`src/rtl/ps2_key_fifo_rx.sv`:
```
// ps2_key_fifo_rx: filtered PS/2 receiver with prefix handling, key map and event FIFO.
// Define PS2_PARITY_CHECK_EN to reject bytes with bad odd parity.
module ps2_key_fifo_rx #(
   parameter int CLK_DIV       = 4,
   parameter int FILT_LEN      = 8,
   parameter int FIFO_DEPTH    = 8,
   parameter int TIMEOUT_TICKS = 2000
) (
   input  logic                          clk,
   input  logic                          rstn,
   input  logic                          ps2_clk,
   input  logic                          ps2_data,
   output logic                          ev_valid,
   input  logic                          ev_ready,
   output logic [7:0]                    ev_code,
   output logic                          ev_ext,
   output logic                          ev_break,
   output logic [4:0]                    ev_key,
   output logic [$clog2(FIFO_DEPTH):0]   fifo_count,
   output logic                          overflow,
   output logic                          frame_err,
   input  logic                          clear_err
);
   localparam int AW = $clog2(FIFO_DEPTH);
   localparam int DW = $clog2(CLK_DIV);
   localparam int FW = $clog2(FILT_LEN);
   localparam int TW = $clog2(TIMEOUT_TICKS + 1);
   typedef enum logic [1:0] {IDLE, DATA, PARITY, STOP} state_t;
   state_t          r_state, w_state_n;
   logic [DW-1:0]   r_div;
   logic [1:0]      r_s0, r_s1, r_filt;
   logic [FW-1:0]   r_fcnt [2];
   logic            r_clk_q, r_byte_v, r_ext, r_brk;
   logic [2:0]      r_bit;
   logic [7:0]      r_shift;
   logic [TW-1:0]   r_to;
   logic [14:0]     r_mem [FIFO_DEPTH];
   logic [AW-1:0]   r_wr, r_rd;
   logic            w_tick, w_fall, w_timeout, w_err, w_good, w_push, w_pop, w_full, w_wen;
   logic [AW-1:0]   w_rd_n;
   logic [AW:0]     w_cnt_n;
   logic [14:0]     w_entry, w_head;
   function automatic logic [4:0] f_key(input logic ext, input logic [7:0] c);
      if (ext) return c == 8'h5A ? 5'd16 : 5'd31;
      case (c)
         8'h45: return 5'd0;  8'h16: return 5'd1;  8'h1E: return 5'd2;  8'h26: return 5'd3;
         8'h25: return 5'd4;  8'h2E: return 5'd5;  8'h36: return 5'd6;  8'h3D: return 5'd7;
         8'h3E: return 5'd8;  8'h46: return 5'd9;  8'h1C: return 5'd10; 8'h32: return 5'd11;
         8'h21: return 5'd12; 8'h23: return 5'd13; 8'h24: return 5'd14; 8'h2B: return 5'd15;
         8'h5A: return 5'd16; 8'h66: return 5'd17; 8'h0D: return 5'd18;
         default: return 5'd31;
      endcase
   endfunction
   assign w_tick    = r_div == DW'(CLK_DIV - 1);
   assign w_fall    = r_clk_q & ~r_filt[0];
   assign w_timeout = r_state != IDLE && w_tick && r_to == TW'(TIMEOUT_TICKS - 1);
   always_comb begin
      w_state_n = r_state;
      w_err     = 1'b0;
      w_good    = 1'b0;
      if (w_timeout) begin
         w_state_n = IDLE;
         w_err     = 1'b1;
      end else if (w_fall)
         case (r_state)
            IDLE:   w_state_n = r_filt[1] ? IDLE : DATA;
            DATA:   w_state_n = r_bit == 3'd7 ? PARITY : DATA;
            PARITY: begin
`ifdef PS2_PARITY_CHECK_EN
               w_err     = ~^{r_filt[1], r_shift};
               w_state_n = w_err ? IDLE : STOP;
`else
               w_state_n = STOP;
`endif
            end
            default: begin
               w_state_n = IDLE;
               w_good    = r_filt[1];
               w_err     = ~r_filt[1];
            end
         endcase
   end
   // The completed byte stays in r_shift until the next frame's first data bit.
   assign w_push  = r_byte_v && r_shift != 8'hE0 && r_shift != 8'hF0;
   assign w_pop   = ev_valid & ev_ready;
   assign w_full  = fifo_count == (AW+1)'(FIFO_DEPTH);
   assign w_wen   = w_push & (~w_full | w_pop);
   assign w_rd_n  = r_rd + AW'(w_pop);
   assign w_cnt_n = fifo_count + (AW+1)'(w_wen) - (AW+1)'(w_pop);
   assign w_entry = {r_brk, r_ext, r_shift, f_key(r_ext, r_shift)};
   // Bypass the write when it lands in the slot that becomes the head.
   assign w_head  = (w_wen && r_wr == w_rd_n) ? w_entry : r_mem[w_rd_n];
   always_ff @(posedge clk)
      if (w_wen) r_mem[r_wr] <= w_entry;
   always_ff @(posedge clk) begin
      if (!rstn) begin
         r_div      <= '0;
         r_s0       <= '1;
         r_s1       <= '1;
         r_filt     <= '1;
         r_fcnt     <= '{default: '0};
         r_clk_q    <= 1'b1;
         r_state    <= IDLE;
         r_bit      <= '0;
         r_shift    <= '0;
         r_to       <= '0;
         r_byte_v   <= 1'b0;
         r_ext      <= 1'b0;
         r_brk      <= 1'b0;
         r_wr       <= '0;
         r_rd       <= '0;
         fifo_count <= '0;
         ev_valid   <= 1'b0;
         {ev_break, ev_ext, ev_code, ev_key} <= {10'd0, 5'd31};
         overflow   <= 1'b0;
         frame_err  <= 1'b0;
      end else begin
         r_div   <= w_tick ? '0 : r_div + 1'b1;
         r_s0    <= {ps2_data, ps2_clk};
         r_s1    <= r_s0;
         r_clk_q <= r_filt[0];
         for (int i = 0; i < 2; i++)
            if (w_tick) begin
               if (r_s1[i] == r_filt[i]) r_fcnt[i] <= '0;
               else if (r_fcnt[i] == FW'(FILT_LEN - 1)) begin
                  r_filt[i] <= r_s1[i];
                  r_fcnt[i] <= '0;
               end else r_fcnt[i] <= r_fcnt[i] + 1'b1;
            end
         r_state <= w_state_n;
         if (r_state == IDLE) r_bit <= '0;
         else if (w_fall && r_state == DATA) begin
            r_shift <= {r_filt[1], r_shift[7:1]};
            r_bit   <= r_bit + 1'b1;
         end
         r_to     <= (r_state == IDLE || w_fall) ? '0 : w_tick ? r_to + 1'b1 : r_to;
         r_byte_v <= w_good;
         if (w_err) {r_ext, r_brk} <= 2'b00;
         else if (r_byte_v) begin
            r_ext <= r_shift == 8'hE0 ? 1'b1 : r_shift == 8'hF0 ? r_ext : 1'b0;
            r_brk <= r_shift == 8'hF0 ? 1'b1 : r_shift == 8'hE0 ? r_brk : 1'b0;
         end
         r_wr       <= r_wr + AW'(w_wen);
         r_rd       <= w_rd_n;
         fifo_count <= w_cnt_n;
         ev_valid   <= w_cnt_n != '0;
         if (w_cnt_n != '0) {ev_break, ev_ext, ev_code, ev_key} <= w_head;
         overflow   <= (w_push & w_full & ~w_pop) ? 1'b1 : clear_err ? 1'b0 : overflow;
         frame_err  <= w_err ? 1'b1 : clear_err ? 1'b0 : frame_err;
      end
   end
endmodule

```
`config.mk`:
```
export PLATFORM = sky130hd
export DESIGN_NAME = ps2_key_fifo_rx
export DESIGN_NICKNAME = d
export VERILOG_FILES = /design/src/rtl/ps2_key_fifo_rx.sv
export SDC_FILE = /design/constraint.sdc
export NUM_CORES = 1
export LEC_CHECK = 0
export ABC_CLOCK_PERIOD_IN_PS = 3650
export CORE_MARGIN = 2
export CORE_UTILIZATION = 55
export CTS_CLUSTER_DIAMETER = 40
export CTS_CLUSTER_SIZE = 28
export DETAILED_ROUTE_END_ITERATION = 8
export PLACE_DENSITY = 0.77
export SLEW_MARGIN = 20
export SYNTH_ARGS = -nofsm -noshare
export SYNTH_HDL_FRONTEND = slang
export SYNTH_SLANG_ARGS = --single-unit
```
`constraint.sdc`:
```
create_clock -name clk -period 3.65 [get_ports clk]
set_clock_uncertainty 0.2 [all_clocks]
set_input_delay 0.73 -clock clk [delete_from_list [all_inputs] [get_ports clk]]
set_output_delay 0.73 -clock clk [all_outputs]
set_load 0.02 [all_outputs]
```
### Word level (Yosys, flattened, before mapping)

Memories as Yosys holds them, arrays and structs flattened. A register that Yosys moved wholly into a read port is not among the register bits.
Cells that the tools add are included.

* register bits: 55
* memory bits (writable): 120
* bits of input ports: 6
* output and inout port bits: 22
* word-level logic and storage cells: 129
* memories: 1

* add/sub/neg operators: 9
* equality and inequality tests: 35
* multiplexer cells: 24
* bitwise logic cells: 15
* reductions and logical operators: 24

Memories
* r_mem: words 8, width 15, rd ports 1, clocked after memory_dff 1, write ports 1, line 37 `logic [14:0] r_mem [FIFO_DEPTH];`

Operators by type and width (count)
* $pmux W5 S19: 1
* $eq A8 B6 Y1 const B: 11
* $eq A8 B7 Y1 const B: 4
* $eq A8 B5 Y1 const B: 3
* $eq A8 B8 Y1 const B: 2
* $ne A8 B8 Y1 const B: 2
* $mux W1: 14
* $mux W3: 4
* $add A11 B1 Y11 const B: 1
* $eq A11 B11 Y1 const B: 1
* $mux W5: 2
* $reduce_or A2 Y1: 5
* $add A3 B1 Y3 const B: 3
* $eq A3 B3 Y1 const B: 3
* $not A1 Y1: 9
* $eq A8 B4 Y1 const B: 1
* $add A3 B1 Y3: 2
* $pmux W2 S3: 1
* $reduce_and A2 Y1: 3
* $reduce_and A3 Y1: 2
* $reduce_bool A2 Y1: 3
* $reduce_or A6 Y1: 1
* $and A1 B1 Y1: 5
* $logic_and A1 B1 Y1: 5
* 17 further kinds: 19

### Longest topological paths before layout

Gate-level depths: netlist (run 1).

* depth after elaboration: 7
* gate-level depth with buffers: 15
* gate-level depth less buffers: 13

### Worst setup path before layout (run 1)

No wires, ideal clock.

* kind: in2reg
* start: input ev_ready
* end: register ev_code[0] (read register of r_mem)
* setup time: 123 ps
* data arrival time: 3529 ps
* data required time: 3327 ps
* slack: -202 ps
* stages on the path: 13
* path buffers: 2
* path through: and2_1 -> nor4b_2 -> or2_2 -> o21ai_0 -> ha_1 -> fa_1 -> xor2_1 -> nor4b_1 -> mux2_2 -> buf_2 -> and2_1 -> clkbuf_1 -> a221o_2

* cells in the longest elaborated chain, start to end: 6
* elaborated cells between the ends (all ways): 7
* those cells by class: 3 x add/sub; 3 x bitwise; 1 x reduce/logical

RTL lines
* from (decl): line 14 `input logic ev_ready,`
* $and A1 B1 Y1 *: line 85 `assign w_pop = ev_valid & ev_ready;`
* $or A1 B1 Y1: line 87 `assign w_wen = w_push & (~w_full | w_pop);`
* $and A1 B1 Y1: line 87
* $add A4 B1 Y4: line 89 `assign w_cnt_n = fifo_count + (AW+1)'(w_wen) - (AW+1)'(w_pop);`
* $sub A4 B1 Y4: line 89
* $reduce_bool A4 Y1: line 147 `if (w_cnt_n != '0) {ev_break, ev_ext, ev_code, ev_key} <= w_head;`
* to (decl): line 15 `output logic [7:0] ev_code,`

Every way passes the cells marked *; elsewhere a longest branch is shown, timed or not.
A chain may end at the register's enable or synchronous reset.

### Worst setup path in the final report (run 1)

* start: register r_shift[7]
* end: register ev_key[2] (read register of r_mem)

* cells in the longest elaborated chain, start to end: 7
* elaborated cells between the ends (all ways): 8
* those cells by class: 2 x add/sub; 2 x eq/ne; 1 x bitwise; 3 x reduce/logical

RTL lines
* from (decl): line 35 `logic [7:0] r_shift;`
* from (signal assigned): line 133 `r_shift <= {r_filt[1], r_shift[7:1]};`
* $ne A8 B8 Y1: line 84 `assign w_push = r_byte_v && r_shift != 8'hE0 && r_shift != 8'hF0;`
* $logic_and A1 B1 Y1: line 84
* $logic_and A1 B1 Y1 *: line 84
* $and A1 B1 Y1 *: line 87
* $add A4 B1 Y4 *: line 89
* $sub A4 B1 Y4 *: line 89
* $reduce_bool A4 Y1 *: line 147
* to (decl): line 18 `output logic [4:0] ev_key,`

Marks and branches as above.

==> results_dict.tcl, run 1 <==
set metrics [dict create \
    cts_max_level 4 \
    num_rows 44 \
    synthArstFlopShare 0 \
    stdcell_area_um2 9580 \
    clockBufferDepth 2 \
    vias 5115 \
    critical_path.startpoint_type "flop" \
    ys_ff_latch 190 \
    drv_slew 0 \
    ys.flop_type "edfxtp_1" \
    syn2layout_area_growth_pct 17.0 \
    rr_startpoint "r_shift[7]$_SDFFE_PN0P_" \
    die_h_um 126 \
    final-setup-viol-count 0 \
    portBuffers 27 \
    cp_max_fo 7 \
    hold_start "r_s0[1]$_SDFF_PN1_" \
    tritoncts "done" \
    drive_above_1_share 0.221 \
    slew-limit-headroom 0.539 \
    cp.arrival_ns 3.49 \
    die_w_um 126 \
    critPathRequiredTime_ns 3.76 \
    place_worst_setup_slack_ns -0.494 \
    start_util 0.564 \
    total_power_w 0.00567 \
    critPathMaxStageDelay_ns 0.46 \
    grt_pass1_wl_um 26800 \
    endpoint_kind "flop" \
    period_share 0.927 \
    placedCellCount 810 \
    cts-root-buf "clkbuf_16" \
    rsz0062_at_grt "false" \
    hold_class "flop to flop" \
    core_area_um2 14500 \
    synth_area_per_cell_um2 13.9 \
    worst_pin_slew_ns 0.690 \
    final_cells 845 \
    p_per_area_nw_per_um2 592 \
    grt_pass1_vias 5179 \
    vias_per_cell 6.05 \
    ioPinCount 28 \
    dr.first_iter.drc_count 454 \
    fp.dieArea_um2 15900 \
    holdPathStages 1 \
    clock_latency_ns 0.43 \
    place.gp.congestion 0.849 \
    ys_seq_area_frac 0.611 \
    clock.fmax_mhz 296 \
    postLayoutSetupSlackWorst_ns 0.267 \
    timing.final.hold_violations 0 \
    wl_per_cell_um 20.0 \
    status "completed" \
    reg2reg_depth 13 \
    synth.largest_area_cell "edfxtp_1" \
    grt_overflow 0 \
    clock_sinks 190 \
    grt_max_degree 28 \
    drv_cap 0 \
    final_antenna_net_count 0 \
    critPathKind "flop to flop" \
    clk_pin_slew_ns 0.06 \
    placed_area_um2 8950 \
    synthCells 591 \
    insertedDiodeCount 0 \
    cts_made_buffers 17 \
    grt_util_all_layers 0.221 \
    period_minus_slack_ns 3.38 \
    syn_area_um2 8190 \
    crit_start "r_shift[7]$_SDFFE_PN0P_" \
    synth_edf_count 120 \
    antenna_found_initial 0 \
    yosys.area.top_type_share 0.440 \
    wirelength_um 16900 \
    synth_nets 619 \
    dp_hpwl_um 11300 \
    slowest_stage "or3b_4" \
    dr.pass1.iters 5 \
    layout.nets 676 \
    drc 0 \
    ys_types 66 \
    yosys-top-cells-area "edfxtp_1 (44%), dfxtp_1 (17%), mux4_2 (8.2%), ha_1 (3.2%), nand2b_1 (1.5%)" \
    path_cells "nand4b_4 > o41ai_4 > or2_4 > o21ai_2 > ha_2 > fa_2 > xor2_2 > nor4b_2 > mux2_4 > buf_6 > or3b_4 > o22ai_2 > a31oi_1" \
    fin_tns_setup_ns 0 \
    peakVddDrop_v 0.000380 \
    yosys_warnings 0 \
    p_leak_nw 3.28 \
]
[state kept, by name, summed over array words and instances, names as in the netlist, 3 cells and up]
signal,flops
ev_code,8
ev_key,5
fifo_count,4
r_bit,3
r_fcnt,6
r_mem,120
r_rd,3
r_shift,8
r_to,11
r_wr,3
[Yosys cell counts, drive strengths merged, types with 12 or more instances]
master / n
buf: 19
nand2: 33
nor2: 32
nand3: 19
mux4: 30
edfxtp: 120
and2: 15
clkbuf: 16
dfxtp: 70
a21boi: 16
o21ai: 15
ha: 21
inv: 12
nand2b: 20
xor2: 14
[per-stage QoR]
step,hold slack (ns),util
after floorplan,0.186,-
after global placement,0.192,0.616
after detailed placement,0.197,0.616
after CTS,0.212,0.655
after global routing,0.234,0.659
final,0.210,0.659
[layer usage]
layer,track usage,wire (um)
met1,0.271,6930
met5,0,0
met3,0.0446,809
met4,0.0879,415
met2,0.384,8740
[path summary, 6_finish.rpt]
path | to | slack, ns
min reg2reg | r_s1[1]$_SDFF_PN1_ | 0.21
max reg2reg | ev_key[2]$_SDFFE_PN1P_ | 0.27
min | r_s1[1]$_SDFF_PN1_ | 0.21
max | ev_key[2]$_SDFFE_PN1P_ | 0.27
[timing repair]
action / in CTS / in global routing
setup buffers: 0 / 2
resized for setup: 3 / 14
hold buffers: 0 / 0
gates cloned: 0 / 1
setup endpoints to repair: 9 / 14
pin swaps: 0 / 8
[cell usage in the layout (no fill, tap or decap), types with 16 or more instances in the layout]
master / count
clkbuf_16: 17
a21boi_0: 16
nor2_1: 28
nand2b_1: 20
edfxtp_1: 120
nand2_1: 33
dfxtp_1: 70
buf_4: 41
nand3_1: 19
mux4_2: 30
clkdlybuf4s50_1: 26
ha_1: 19
[layout make-up]
cell class                      count  area, um^2
Timing Repair Buffer               72         652
Sequential cell                   190        5000
Fill cell                        1030        4950
Tap cell                          184         230
Clock buffer                       21         460
Inverter                           12        45.0
Clock inverter                     11        92.6
Multi-Input combinational cell    355        3100
[worst max-delay path, delay by kind of cell, from the launching register on]
family / cells / cell delay, ns
fa+ha+maj: 2 / 0.57
xor+xnor: 1 / 0.20
flops: 1 / 0.40
mux: 1 / 0.30
buf+inv: 1 / 0.14
simple gates: 4 / 0.88
compound gates: 4 / 0.58
[where the power goes]
part / switching (W) / leakage (nW) / internal, W
clock network: 0.000748 / 0.274 / 0.000971
logic: 0.000683 / 1.37 / 0.000829
registers: 0.0000814 / 1.63 / 0.00236
[logic make-up (layout without fill, tap and decap cells)]
logic type | count (synthesis) | count (layout) | synth area share
flops | 190 | 190 | 0.611
simple gates | 184 | 185 | 0.129
compound gates | 82 | 82 | 0.0753
buf+inv | 47 | 116 | 0.0263
mux | 45 | 45 | 0.101
fa+ha+maj | 22 | 22 | 0.0345
xor+xnor | 21 | 21 | 0.0225
No activity file was read; power rests on OpenSTA's default activity.
==> run 2, diff against run 1 <==
CAP_MARGIN = 20   (was not set)
==> results of run 2 <==
The final DEF is identical to that of run 1; final timing and power are the same.
